--- src/rtl/eth_helper_pkg.sv ---
// Shared definitions for the AR-to-stream bridge: stream FSM states and the
// metadata word field layout (tail fields sit directly above address and ID).
package eth_helper_pkg;

    typedef enum logic {
        ST_IDLE = 1'b0,
        ST_SEND = 1'b1
    } stream_state_t;

    localparam int AR_LEN_W   = 8;
    localparam int AR_SIZE_W  = 3;
    localparam int AR_BURST_W = 2;
    localparam int AR_PROT_W  = 3;
    localparam int AR_CACHE_W = 4;

    // Offsets relative to ADDR_WIDTH+ID_WIDTH; with 64/32 this gives len at 96.
    localparam int PKT_LEN_OFS   = 0;
    localparam int PKT_SIZE_OFS  = PKT_LEN_OFS + AR_LEN_W;
    localparam int PKT_BURST_OFS = PKT_SIZE_OFS + AR_SIZE_W;
    localparam int PKT_PROT_OFS  = PKT_BURST_OFS + AR_BURST_W;
    localparam int PKT_CACHE_OFS = PKT_PROT_OFS + AR_PROT_W;
    localparam int PKT_TAIL_W    = PKT_CACHE_OFS + AR_CACHE_W;

endpackage

--- src/rtl/axi_ar_to_stream_meta_fifo.sv ---
// Synchronous FIFO holding AR metadata words; pointers carry one extra wrap
// bit so full and empty are distinguishable without a separate counter.
module meta_fifo #(
    parameter int WIDTH = 116,
    parameter int DEPTH = 4
) (
    input  logic             clk,
    input  logic             resetn,
    input  logic             i_push,
    input  logic [WIDTH-1:0] i_wdata,
    input  logic             i_pop,
    output logic [WIDTH-1:0] o_rdata,
    output logic             o_full,
    output logic             o_empty
);

    localparam int PTR_W = $clog2(DEPTH);
    localparam logic [PTR_W:0] PTR_ONE = {{PTR_W{1'b0}}, 1'b1};

    if ((DEPTH < 2) || ((DEPTH & (DEPTH - 1)) != 0)) begin : g_depth_check
        $error("meta_fifo: DEPTH must be a power of two and at least 2");
    end

    logic [PTR_W:0]   r_wr_ptr;
    logic [PTR_W:0]   r_rd_ptr;
    logic [WIDTH-1:0] r_mem [DEPTH];
    logic             w_do_push;
    logic             w_do_pop;

    // A pop frees the head slot this edge, so a push into a full FIFO is legal then.
    assign w_do_pop  = i_pop && !o_empty;
    assign w_do_push = i_push && (!o_full || w_do_pop);

    assign o_empty = (r_wr_ptr == r_rd_ptr);
    assign o_full  = (r_wr_ptr[PTR_W] != r_rd_ptr[PTR_W]) &&
                     (r_wr_ptr[PTR_W-1:0] == r_rd_ptr[PTR_W-1:0]);
    assign o_rdata = r_mem[r_rd_ptr[PTR_W-1:0]];

    always_ff @(posedge clk or negedge resetn) begin
        if (!resetn) begin
            r_wr_ptr <= '0;
            r_rd_ptr <= '0;
        end else begin
            if (w_do_push) r_wr_ptr <= r_wr_ptr + PTR_ONE;
            if (w_do_pop)  r_rd_ptr <= r_rd_ptr + PTR_ONE;
        end
    end

    always_ff @(posedge clk) begin
        if (w_do_push) r_mem[r_wr_ptr[PTR_W-1:0]] <= i_wdata;
    end

endmodule

--- src/rtl/axi_ar_to_stream.sv ---
// Forwards AXI AR beats through a one-entry holding slot and publishes a
// metadata word per accepted beat on a one-cycle-per-packet stream port.
module axi_ar_to_stream
    import eth_helper_pkg::*;
#(
    parameter int DATA_WIDTH = 128,
    parameter int ADDR_WIDTH = 64,
    parameter int ID_WIDTH   = 32,
    parameter int FIFO_DEPTH = 4
) (
    input  logic                  clk,
    input  logic                  resetn,
    input  logic                  ready,
    output logic                  valid,
    output logic                  in_progress,
    output logic [DATA_WIDTH-1:0] data,
    input  logic [ID_WIDTH-1:0]   AXIS_arid,
    input  logic [ADDR_WIDTH-1:0] AXIS_araddr,
    input  logic [AR_LEN_W-1:0]   AXIS_arlen,
    input  logic [AR_SIZE_W-1:0]  AXIS_arsize,
    input  logic [AR_BURST_W-1:0] AXIS_arburst,
    input  logic [AR_PROT_W-1:0]  AXIS_arprot,
    input  logic [AR_CACHE_W-1:0] AXIS_arcache,
    input  logic                  AXIS_arvalid,
    output logic                  AXIS_arready,
    output logic [ID_WIDTH-1:0]   AXIM_arid,
    output logic [ADDR_WIDTH-1:0] AXIM_araddr,
    output logic [AR_LEN_W-1:0]   AXIM_arlen,
    output logic [AR_SIZE_W-1:0]  AXIM_arsize,
    output logic [AR_BURST_W-1:0] AXIM_arburst,
    output logic [AR_PROT_W-1:0]  AXIM_arprot,
    output logic [AR_CACHE_W-1:0] AXIM_arcache,
    output logic                  AXIM_arvalid,
    input  logic                  AXIM_arready
);

    localparam int META_W   = ADDR_WIDTH + ID_WIDTH + PKT_TAIL_W;
    localparam int TAIL_LSB = ADDR_WIDTH + ID_WIDTH;

    if (DATA_WIDTH < META_W) begin : g_width_check
        $error("axi_ar_to_stream: DATA_WIDTH too small for the metadata word");
    end

    logic                  r_rst_done;
    logic                  r_hold_valid;
    logic [ID_WIDTH-1:0]   r_arid;
    logic [ADDR_WIDTH-1:0] r_araddr;
    logic [AR_LEN_W-1:0]   r_arlen;
    logic [AR_SIZE_W-1:0]  r_arsize;
    logic [AR_BURST_W-1:0] r_arburst;
    logic [AR_PROT_W-1:0]  r_arprot;
    logic [AR_CACHE_W-1:0] r_arcache;
    logic [DATA_WIDTH-1:0] r_data;
    stream_state_t         r_state;
    stream_state_t         w_state_next;
    logic                  w_push;
    logic                  w_pop;
    logic                  w_fifo_full;
    logic                  w_fifo_empty;
    logic [META_W-1:0]     w_meta;
    logic [META_W-1:0]     w_head;

    // r_rst_done keeps arready low while reset is held and rises one edge after release.
    assign AXIS_arready = r_rst_done && (!r_hold_valid || AXIM_arready) && !w_fifo_full;
    assign w_push       = AXIS_arvalid && AXIS_arready;

    always_comb begin
        w_meta = '0;
        w_meta[0 +: ADDR_WIDTH]                    = AXIS_araddr;
        w_meta[ADDR_WIDTH +: ID_WIDTH]             = AXIS_arid;
        w_meta[TAIL_LSB + PKT_LEN_OFS +: AR_LEN_W]     = AXIS_arlen;
        w_meta[TAIL_LSB + PKT_SIZE_OFS +: AR_SIZE_W]   = AXIS_arsize;
        w_meta[TAIL_LSB + PKT_BURST_OFS +: AR_BURST_W] = AXIS_arburst;
        w_meta[TAIL_LSB + PKT_PROT_OFS +: AR_PROT_W]   = AXIS_arprot;
        w_meta[TAIL_LSB + PKT_CACHE_OFS +: AR_CACHE_W] = AXIS_arcache;
    end

    always_ff @(posedge clk or negedge resetn) begin
        if (!resetn) begin
            r_rst_done   <= 1'b0;
            r_hold_valid <= 1'b0;
            r_arid       <= '0;
            r_araddr     <= '0;
            r_arlen      <= '0;
            r_arsize     <= '0;
            r_arburst    <= '0;
            r_arprot     <= '0;
            r_arcache    <= '0;
        end else begin
            r_rst_done <= 1'b1;
            // Payload only loads on an upstream accept, which cannot happen while stalled.
            if (w_push) begin
                r_hold_valid <= 1'b1;
                r_arid       <= AXIS_arid;
                r_araddr     <= AXIS_araddr;
                r_arlen      <= AXIS_arlen;
                r_arsize     <= AXIS_arsize;
                r_arburst    <= AXIS_arburst;
                r_arprot     <= AXIS_arprot;
                r_arcache    <= AXIS_arcache;
            end else if (AXIM_arready) begin
                r_hold_valid <= 1'b0;
            end
        end
    end

    assign AXIM_arvalid = r_hold_valid;
    assign AXIM_arid    = r_arid;
    assign AXIM_araddr  = r_araddr;
    assign AXIM_arlen   = r_arlen;
    assign AXIM_arsize  = r_arsize;
    assign AXIM_arburst = r_arburst;
    assign AXIM_arprot  = r_arprot;
    assign AXIM_arcache = r_arcache;

    meta_fifo #(
        .WIDTH (META_W),
        .DEPTH (FIFO_DEPTH)
    ) u_meta_fifo (
        .clk     (clk),
        .resetn  (resetn),
        .i_push  (w_push),
        .i_wdata (w_meta),
        .i_pop   (w_pop),
        .o_rdata (w_head),
        .o_full  (w_fifo_full),
        .o_empty (w_fifo_empty)
    );

    always_ff @(posedge clk or negedge resetn) begin
        if (!resetn) begin
            r_state <= ST_IDLE;
            r_data  <= '0;
        end else begin
            r_state <= w_state_next;
            if (w_pop) r_data <= DATA_WIDTH'(w_head);
        end
    end

    always_comb begin
        w_state_next = r_state;
        valid        = 1'b0;
        in_progress  = 1'b0;
        w_pop        = 1'b0;
        case (r_state)
            ST_IDLE: begin
                valid = !w_fifo_empty;
                w_pop = ready && !w_fifo_empty;
                if (w_pop) w_state_next = ST_SEND;
            end
            ST_SEND: begin
                in_progress  = 1'b1;
                w_state_next = ST_IDLE;
            end
            default: w_state_next = ST_IDLE;
        endcase
    end

    assign data = r_data;

endmodule

--- config.mk ---
export PLATFORM = sky130hd
export DESIGN_NAME = axi_ar_to_stream
export DESIGN_NICKNAME = d
export VERILOG_FILES = /design/src/rtl/eth_helper_pkg.sv /design/src/rtl/axi_ar_to_stream_meta_fifo.sv /design/src/rtl/axi_ar_to_stream.sv
export SDC_FILE = /design/constraint.sdc
export NUM_CORES = 1
export LEC_CHECK = 0
export BUFFER_PORTS_ARGS = -buffer_cell sky130_fd_sc_hd__clkbuf_2
export CORE_MARGIN = 2
export CORE_UTILIZATION = 55
export CTS_CLUSTER_SIZE = 40
export DETAILED_ROUTE_END_ITERATION = 6
export PLACE_DENSITY = 0.77
export SYNTH_ARGS = -nofsm -noshare
export SYNTH_HDL_FRONTEND = slang
export SYNTH_SLANG_ARGS = --single-unit
export TNS_END_PERCENT = 100
--- constraint.sdc ---
create_clock -name clk -period 5.7 [get_ports clk]
set_clock_uncertainty 0.2 [all_clocks]
set_input_delay 0.285 -clock clk [delete_from_list [all_inputs] [get_ports clk]]
set_output_delay 0.285 -clock clk [all_outputs]
set_load 0.1 [all_outputs]
==> results summary, run 1 <==
The run finished with clean final reports. The final-layout fill cell count is 2,835. The number of nets in the finished design is 1,790.

The deepest clock path buffer count came out at 3. The first-pass iteration count of the detailed router is 5. The gate count after technology mapping came out at 1,152.

The core footprint is 0.0468 mm^2. On the critical path the largest part of the delay comes from simple AND/OR/NAND/NOR gates. The final weighted congestion in routability-driven placement is 0.740. The slew of the pin with the lowest slew margin came out at 1.11 ns. Sorting the synthesized cells by area gives the leading types as sky130_fd_sc_hd__edfxtp_1 53%, sky130_fd_sc_hd__dfrtp_1 23%, sky130_fd_sc_hd__mux4_2 10%.

The share of synthesized area occupied by flip-flops and latches is 76.3%. The root buffer cell is sky130_fd_sc_hd__clkbuf_16. Setup repair after global routing left no endpoint under its margin. The time the worst path needs with I/O delays and setup is 3.51 ns.

TritonCTS built the clock tree. The post-detailed-placement cell area came out at 0.0286 mm^2. The floorplan die width came out at 222 um. The global-route wire length before repair came out at 83,600 um.

Dividing the detail-routed wire length by the instance count gives 23.2 um. The aggregate global routing overflow is 0. Clock-pin slew was measured on the worst setup and hold paths at 0.06 ns. For this design, the slowest cell found on the critical path is sky130_fd_sc_hd__and2_4. The most critical setup path has its startpoint at u_meta_fifo.r_rd_ptr[0].

Counting both buffers and inverters, the worst setup path holds a total of 1. The count of endpoints failing setup in the final report is 0. The remaining antenna violation count after routing is 0.

Synthesis inferred 705 register bits. The hold violation total from the final report was 0. The critical path launch point type is a flip-flop. The pin count of the biggest net entering global routing came out at 134.

The max capacitance violation total is 0. The count of input and output buffers is 356. The via count of the first global-routing pass is 14,200. The synthesis-to-finish area growth is 22.7%. The endpoint class of the critical path is a flip-flop. The number of max-slew violations in the final report came out at 0. The most area-hungry cell type in the Yosys netlist is sky130_fd_sc_hd__edfxtp_1.

The slack of the critical path is 2.19 ns. After detailed routing, the number of vias per cell comes to 5.57. The netlist area before placement is 0.0262 mm^2. The total detailed-routing wirelength came out at 54,100 um.

The utilization after layout is 68.7%. The top cell type by area accounts for 53.2% of the synthesized area. The data arrival time of the critical path is 3.56 ns. Registers take 0.0200 mm^2. The signal on the critical path passes through xor2_1, or3_4, and3_4, and2_4, buf_4. The highest clock rate is 285 MHz. The number of H-tree levels is 3. The total number of clock tree sinks is 705.

The biggest cell delay along the critical path is 0.87 ns. After detailed routing, the number of remaining DRC violations is 0. The biggest fanout along the worst timing path came out at 61. The overall via count from detail_route is 13,000. The total routing usage reported by global routing came out at 22.5%.

At the placement stage, the worst setup path has a slack of 2.11 ns. The fraction of layout cells with a size suffix above 1 is 48.8%. The total I/O pin count came out at 369. The starting density of the core came out at 56.0%. The die is 222 um tall.

The HPWL after detailed placement is 29,900 um. The cell area after layout is 0.0321 mm^2. The final setup TNS is 0 ns. In the finished design, the share of the clock period the worst path needs comes to 61.7%. The number of DRC violations after detailed-routing iteration 0 came out at 851. The initial antenna violation count is 1.

The required time of the critical path came out at 5.74 ns. The count of cell types in the netlist is 25. The multi-input combinational cells in the finished layout cover a total of 0.00586 mm^2. The startpoint identified for the worst register-to-register timing path is u_meta_fifo.r_rd_ptr[0]. The clock latency of the later-clocked register in the worst-skew pair came out at 0.60 ns. The worst pin sits at a relative slew slack of 25.7%.

The area enclosed by the die boundary is 0.0493 mm^2. The synthesis warning total came out at 0. The number of clock buffers inserted by TritonCTS came out at 70. The post-CTS setup buffer count came out at 0. The site row count is 79. The mean post-synth cell area is 22.7 um^2.

The critical path is of the flip-flop to flip-flop type. The path type of the worst min-delay path is input port to async pin.
## area by class of cell
class / instances / share of cell area [%]
antenna: 2 / 0.0156
clock buffer: 90 / 6.01
clock inverter: 40 / 1.13
inverter: 2 / 0.0234
multi-input combinational: 391 / 18.3
sequential: 705 / 62.2
tap: 607 / 2.37
timing repair buffer: 494 / 9.96
## cell usage after synthesis (all sizes together)
cell / number
nor2: 2
buf: 52
nor3: 1
clkbuf: 13
or3: 1
and3: 1
nand2: 2
nor3b: 2
xor2: 5
and4: 1
mux4: 116
mux2: 234
dfrtp: 241
edfxtp: 464
xnor2: 2
a31o: 1
inv: 2
nor2b: 2
conb: 2
ha: 5
and2: 3
## per-layer routing
layer / routed length, um / track usage [%]
met2: 27900 / 38.3
met4: 1210 / 7.69
met3: 3280 / 4.96
met1: 21700 / 29.0
met5: 0 / 0
## flip-flops by register name (all words and copies together), names as in the netlist, 2 cells and up
name / flops
AXIM_arcache: 4
AXIM_araddr: 64
u_meta_fifo.r_wr_ptr: 3
u_meta_fifo.r_mem: 464
u_meta_fifo.r_rd_ptr: 3
AXIM_arburst: 2
AXIM_arlen: 8
data: 116
AXIM_arprot: 3
AXIM_arid: 32
AXIM_arsize: 3
## stage by stage
stage	cells	hold slack, ns
3_5_place_dp	2078	0.00290
4_1_cts	2329	0.0629
3_3_place_gp	2078	-0.00148
6_report	2331	0.0804
5_1_grt	2330	0.102
2_1_floorplan	1163	-0.211
## what timing repair did
item | CTS | global route
hold buffers | 121 | 0
hold endpoints to repair | 757 | 0
resized for setup | 0 | 0
## logic make-up after synthesis
| group | share of synthesized area [%] |
|---|---|
| AOI/OAI and AO/OA | 0.0335 |
| other | 0.0287 |
| buffers and inverters | 1.53 |
| adders and majority gates | 0.239 |
| xor gates and xnor gates | 0.234 |
| and+or+nand+nor | 0.354 |
| DFF | 76.3 |
| muxes | 21.3 |
## final timing paths
| check | slack, ns | cells after the start | to |
|---|---|---|---|
| max in group asynchronous | 4.27 | 3 | u_meta_fifo.r_rd_ptr[1] |
| setup / recovery | 2.19 | 5 | u_meta_fifo.r_mem[2][15] |
| setup reg to reg | 2.19 | 5 | u_meta_fifo.r_mem[2][15] |
| hold reg to reg | 0.29 | 1 | u_meta_fifo.r_wr_ptr[2] |
| hold / removal | 0.08 | 3 | AXIM_arid[19] |
| min in group clk | 0.26 | 2 | u_meta_fifo.r_mem[1][11] |
## worst reg2reg max path, cell delays in order (launching register included)
cell	delay, ns
sky130_fd_sc_hd__dfrtp_4	0.49
sky130_fd_sc_hd__xor2_1	0.22
sky130_fd_sc_hd__or3_4	0.19
sky130_fd_sc_hd__and3_4	0.61
sky130_fd_sc_hd__and2_4	0.88
sky130_fd_sc_hd__buf_4	0.55
## cell usage in the layout (no fill, tap or decap), types with 15 or more instances in the layout
cell type,count
sky130_fd_sc_hd__dfrtp_1,239
sky130_fd_sc_hd__mux4_2,116
sky130_fd_sc_hd__mux2_2,148
sky130_fd_sc_hd__clkinv_2,15
sky130_fd_sc_hd__edfxtp_1,464
sky130_fd_sc_hd__mux2_4,86
sky130_fd_sc_hd__dlygate4sd3_1,120
sky130_fd_sc_hd__clkbuf_16,73
sky130_fd_sc_hd__clkbuf_2,355
Power of run 1 is left out: the tool's default activity adds up to more than one toggle a clock period on the data nets, which glitch-free logic cannot reach.
==> run 2: changes to the inputs <==
==> constraint.sdc (replaced) <==
create_clock -name clk -period 3.25 [get_ports clk]
set_clock_uncertainty 0.2 [all_clocks]
set_input_delay 0.1625 -clock clk [delete_from_list [all_inputs] [get_ports clk]]
set_output_delay 0.1625 -clock clk [all_outputs]
set_load 0.1 [all_outputs]
==> run 2 against run 1 <==
Effect of this change: first-iteration DRC count rose by 2.2%; critical endpoint is now valid; sequential share of layout area fell by 0.35 points; final cell count barely moved; die area did not move.
==> results summary, run 2 (same netlist as run 1, synthesis figures left out) <==
The global routing stage identified its most utilized layer as met2. The flip-flop count of the largest register after layout is 464. The sum of net half-perimeters after detailed placement came out at 29,900 um. The worst-case register-to-register setup slack is 0.74 ns.

The detailed router placed 13,000 vias in this run. The detail route stage leaves a number of antenna-violating nets equal to 0. The utilization after layout is 69.0%. The biggest cell delay along the critical path came out at 0.61 ns. The cell sitting at the root of the clock tree is a sky130_fd_sc_hd__clkbuf_16. The final-layout fill cell count is 2,840. The synthesis-to-finish area growth is 23.4%. In this run, post-CTS repair resized a total of 0 instances.

At the end of routability-driven placement, the weighted congestion stood at 0.737. The final cell count without fillers is 2,333. The area enclosed by the die boundary came out at 0.0493 mm^2. The critical path is of the flip-flop to output port type. The post-CTS setup buffer count came out at 0. The total detailed-routing wirelength came out at 54,100 um. The core region is 0.0468 mm^2. The diode insertion count for antenna repair is 0. The critical path launch point type is a flip-flop. The clock drives 705 sinks. In this run the cell area measured after placement is 0.0288 mm^2. The number of max-slew violations in the final report came to 0. TritonCTS built the clock tree. The floorplan die height is 222 um.

The via count of the first global-routing pass is 14,300. The top cell types in the final layout, fill and taps aside, are 464 x sky130_fd_sc_hd__edfxtp_1, 355 x sky130_fd_sc_hd__clkbuf_2, 239 x sky130_fd_sc_hd__dfrtp_1. The detail-routed via count per cell came out at 5.57. The total I/O pin count is 369. The slew of the pin with the lowest slew margin came out at 1.01 ns.

No sink is reached through more buffers than the 3 on the longest clock path. The average wire length per cell after detail routing came out at 23.2 um. The instance count after placement with tap cells included is 2,086. Setup repair after global routing left no endpoint under its margin. Global routing consumed, on the met1 layer, 29.9% of the routing resources. The slowest stage of the critical path is the sky130_fd_sc_hd__nor3b_1 cell.

Row generation in the floorplan step produced 79 rows. In the final design database the tool counted 1,798 nets. The number of DRC violations after detailed-routing iteration 0 came out at 870. The library cell used most frequently in the layout, excluding fill and tap cells, is sky130_fd_sc_hd__edfxtp_1. The required time of the critical path came out at 2.89 ns. In this run the worst path has a maximum fanout of 3. The path type of the worst min-delay path is input port to async pin.

The final critical-path share of the clock period came out at 83.9%. The count of input and output buffers is 356. The initial antenna violation count is 0. The number of clock buffers inserted by TritonCTS came out at 70. The remaining design rule violation count came out at 0.

The count of endpoints failing setup in the final report is 0. The first global-routing pass estimated 83,600 um of wire. The starting density of the core came out at 56.0%. The flow ran to the end, and the final reports show no timing, DRC or antenna violations. Traced cell by cell, the critical path runs through xor2_1, nor3b_1, nor2_1, clkbuf_2. The number of H-tree levels came out at 3.

Derived from the worst setup path, the maximum achievable clock frequency is 367 MHz. The aggregate global routing overflow is 0. The pin count of the biggest net entering global routing came out at 119.

From left edge to right edge, the die measures 222 um. Global routing consumed, on the met2 layer, 37.4% of the routing resources. The smallest clock period supported by the final layout is computed as 2.73 ns. Clock-pin slew was measured on the worst setup and hold paths at 0.06 ns. The hold violation total from the final report came out at 0. For met3 alone, demand over resource in global routing was 4.65%. Cells with a size suffix above 1 make up 48.9% of the layout.

The max capacitance violation total came out at 0. The cell area after layout is 0.0323 mm^2. The total routing usage reported by global routing is 22.6%. The endpoint class of the critical path is an output port.

The worst-case headroom to the max-slew limit is 32.6%. The hold-fix buffer count after cts came out at 121. Hold is met by 0.0528 ns.

The first detailed-routing pass took 7 iterations. The clock latency of the later-clocked register in the worst-skew pair came out at 0.59 ns. The data arrival time of the critical path came out at 2.36 ns.
-- run 2: path summary, 6_finish.rpt --
path / start / to / cells past startpoint
hold / removal: resetn / AXIM_araddr[44] / 3
max in group asynchronous: resetn / AXIM_araddr[10] / 3
setup / recovery: u_meta_fifo.r_rd_ptr[0] / valid / 4
min in group clk: AXIS_araddr[14] / u_meta_fifo.r_mem[3][14] / 2
hold reg to reg: AXIM_araddr[4] / AXIM_araddr[4] / 1
setup reg to reg: u_meta_fifo.r_rd_ptr[1] / data[69] / 5
-- run 2: worst max-delay path, delay by kind of cell (launching register included) --
family	cells	cell delay, ns
AND/OR/NAND/NOR	2	0.71
flip-flops	1	0.49
buffers and inverters	1	0.40
XOR/XNOR	1	0.18
-- run 2: area by class of cell --
cell class / instances / area (um^2) / share of cell area, %
well taps: 607 / 759 / 2.35
multi-input cells: 391 / 5860 / 18.2
clock inverters: 30 / 287 / 0.888
repair buffers: 502 / 3410 / 10.6
clock buffers: 96 / 1980 / 6.14
flip-flops and latches: 705 / 20000 / 61.9
inverters: 2 / 7.51 / 0.0233
-- run 2: per-stage QoR --
step	setup TNS, ns	setup WS (ns)
after global placement	0	0.745
after detailed placement	0	0.733
after CTS	0	0.513
after floorplan	-227.04	-0.607
after global routing	0	0.464
final	0	0.523
-- run 2: metal layers --
layer / vias to the layer above / wire [um]
met1: 6896 / 22000
met5: - / 0
li1: 5595 / -
met4: 0 / 1490
met2: 437 / 27300
met3: 78 / 3260
Power of run 2 is left out for the same reason.
==> run 3: changes to the inputs <==
==> constraint.sdc (replaced) <==
create_clock -name clk -period 2.6 [get_ports clk]
set_clock_uncertainty 0.2 [all_clocks]
set_input_delay 0.13 -clock clk [delete_from_list [all_inputs] [get_ports clk]]
set_output_delay 0.13 -clock clk [all_outputs]
set_load 0.1 [all_outputs]
==> run 3 against run 2 <==
Effect of this change: sequential share of layout area down 0.61 points; routed wire length up 0.20%; global-route usage up 0.10 points; first-iteration DRC count up 3.1%; sequential cell count unchanged; die area unchanged; design area up 1.0%; clock-buffer cell count up 4; worst setup slack worse by 0.41 ns; register-to-register slack worse by 0.63 ns; non-clock buffer count up 23; via count up 0.28%; critical endpoint is now AXIM_arlen[3]; highest routed layer unchanged.
==> results summary, run 3 (same netlist as run 1, synthesis figures left out) <==
After routing, the total negative slack on setup checks comes to 0 ns. The total I/O pin count came out at 369. The initial antenna violation count came out at 3. The site row count came out at 79. After detailed routing, the average wire length per cell comes to 23.0 um. The biggest fanout along the worst timing path came out at 92. The starting density of the core is 56.0%.

The setup path with the least slack is of type flip-flop to flip-flop. For the worst setup path, the data arrival time is 2.77 ns. The total detailed-routing wirelength came out at 54,200 um. The floorplan die height is 222 um. In this run the post-CTS setup repair buffer count came out at 0.

The required time of the critical path came out at 2.88 ns. The deepest clock path buffer count came out at 3. After detailed routing, the number of vias per cell comes to 5.53. The overall via count from detail_route is 13,000. CTS saw 705 sinks.

The worst slack at placement came out at 0.153 ns. The final critical-path share of the clock period is 95.8%. STA classifies the critical path endpoint as a flip-flop.

The number of nets in the finished design is 1,820. After filler insertion, the fill cell instance count of the layout stands at 2,756. The via count of the first global-routing pass came to 14,300. The H-tree generated during clock tree synthesis spans 3 levels. Leaving out fill and tap cells, the most frequent cells in the layout are 464 x sky130_fd_sc_hd__edfxtp_1, 353 x sky130_fd_sc_hd__clkbuf_2, 238 x sky130_fd_sc_hd__dfrtp_1. The fraction of layout cells with a size suffix above 1 came out at 49.7%. The hold-fix buffer count after cts is 121.

The number of max-slew violations in the final report is 0. Global routing finished with a remaining overflow of 0. The sum of net half-perimeters after detailed placement is 31,200 um. The remaining design rule violation count is 0. The highest clock rate is 402 MHz. The final weighted congestion in routability-driven placement came out at 0.780.

The floorplan die width is 222 um. The hold violation total from the final report came out at 0. The max capacitance violation total came out at 0. The run finished with clean final reports. The global-route wire length before repair is 84,600 um. Once the clock tree was built, the resizer swapped 0 gates to a different size. The number of DRC violations after detailed-routing iteration 0 is 897. The library cell used most frequently in the layout, excluding fill and tap cells, is sky130_fd_sc_hd__edfxtp_1. The count of input and output buffers came out at 356.

The total routing usage reported by global routing came out at 22.7%. The clock tree from TritonCTS is yes. Setup repair after global routing left no endpoint under its margin. The die covers 0.0493 mm^2. The tightest min-delay check is of the input port to flip-flop type.

The worst-case headroom to the max-slew limit is 42.4%. After clock tree synthesis, the clock-pin slew on the worst setup and hold paths is 0.06 ns. The number of clock buffers inserted by TritonCTS is 69.

The remaining antenna violation count after routing came out at 0. The pin count of the biggest net entering global routing is 119. The core footprint came out at 0.0468 mm^2. The flip-flop count of the largest register after layout came out at 464. The count of endpoints failing setup in the final report came out at 0. The root buffer cell is sky130_fd_sc_hd__clkbuf_16.

The slack of the critical path came out at 0.110 ns. The critical path launch point type is a flip-flop. The clock latency of the later-clocked register in the worst-skew pair came out at 0.61 ns. At the pin with the least slew margin, the transition time is 0.864 ns. The time the worst path needs with I/O delays and setup is 2.49 ns. The first detailed-routing pass took 7 iterations.

Relative to the synthesized area, the layout overhead comes to 24.6%.
run 3: per-stage QoR:
stage,utilization (%),instances,area [um^2],hold WS (ns)
6_report,69.7,2360,32600,0.0982
2_1_floorplan,-,1163,26200,-0.366
3_5_place_dp,62.2,2109,29100,-0.0405
3_3_place_gp,62.2,2109,29100,-0.0438
5_1_grt,69.7,2360,32600,0.0855
4_1_cts,69.7,2357,32600,0.0623
run 3: cell type report:
type / count / area [um^2] / share of cell area (%)
Sequential cell: 705 / 20000 / 61.3
Antenna cell: 3 / 7.51 / 0.0230
Timing Repair Buffer: 525 / 3680 / 11.3
Inverter: 2 / 7.51 / 0.0230
Tap cell: 607 / 759 / 2.33
Multi-Input combinational cell: 391 / 5870 / 18.0
Clock inverter: 27 / 285 / 0.875
Clock buffer: 100 / 2020 / 6.19
run 3: critical path, stage by stage (launching register included):
cell and delay, ns:
sky130_fd_sc_hd__dfrtp_4 0.51, sky130_fd_sc_hd__xor2_1 0.22, sky130_fd_sc_hd__or3_4 0.18, sky130_fd_sc_hd__and3_4 0.23, sky130_fd_sc_hd__buf_12 0.46, sky130_fd_sc_hd__mux2_2 0.42
run 3: layer usage:
metal  global-route usage [%]  wire (um)  vias up
met2                     37.7      27300      375
met5                        0          0        -
met1                     29.7      22200     6920
li1                         -          -     5648
met4                     8.13       1580        0
met3                     5.22       3130       99
run 3: path summary, 6_finish.rpt:
path                                         start                  endpoint  slack [ns]  cells after the start
setup / recovery           u_meta_fifo.r_rd_ptr[0]             AXIM_arlen[3]        0.11                      5
hold / removal                        AXIS_arid[3]  u_meta_fifo.r_mem[3][67]         0.1                      2
setup reg to reg           u_meta_fifo.r_rd_ptr[0]             AXIM_arlen[3]        0.11                      5
hold reg to reg            u_meta_fifo.r_wr_ptr[2]   u_meta_fifo.r_wr_ptr[2]        0.30                      1
max in group asynchronous                   resetn                   data[8]        0.97                      4
min in group asynchronous                   resetn             AXIM_arid[23]        0.44                      3
Power of run 3 is left out for the same reason.
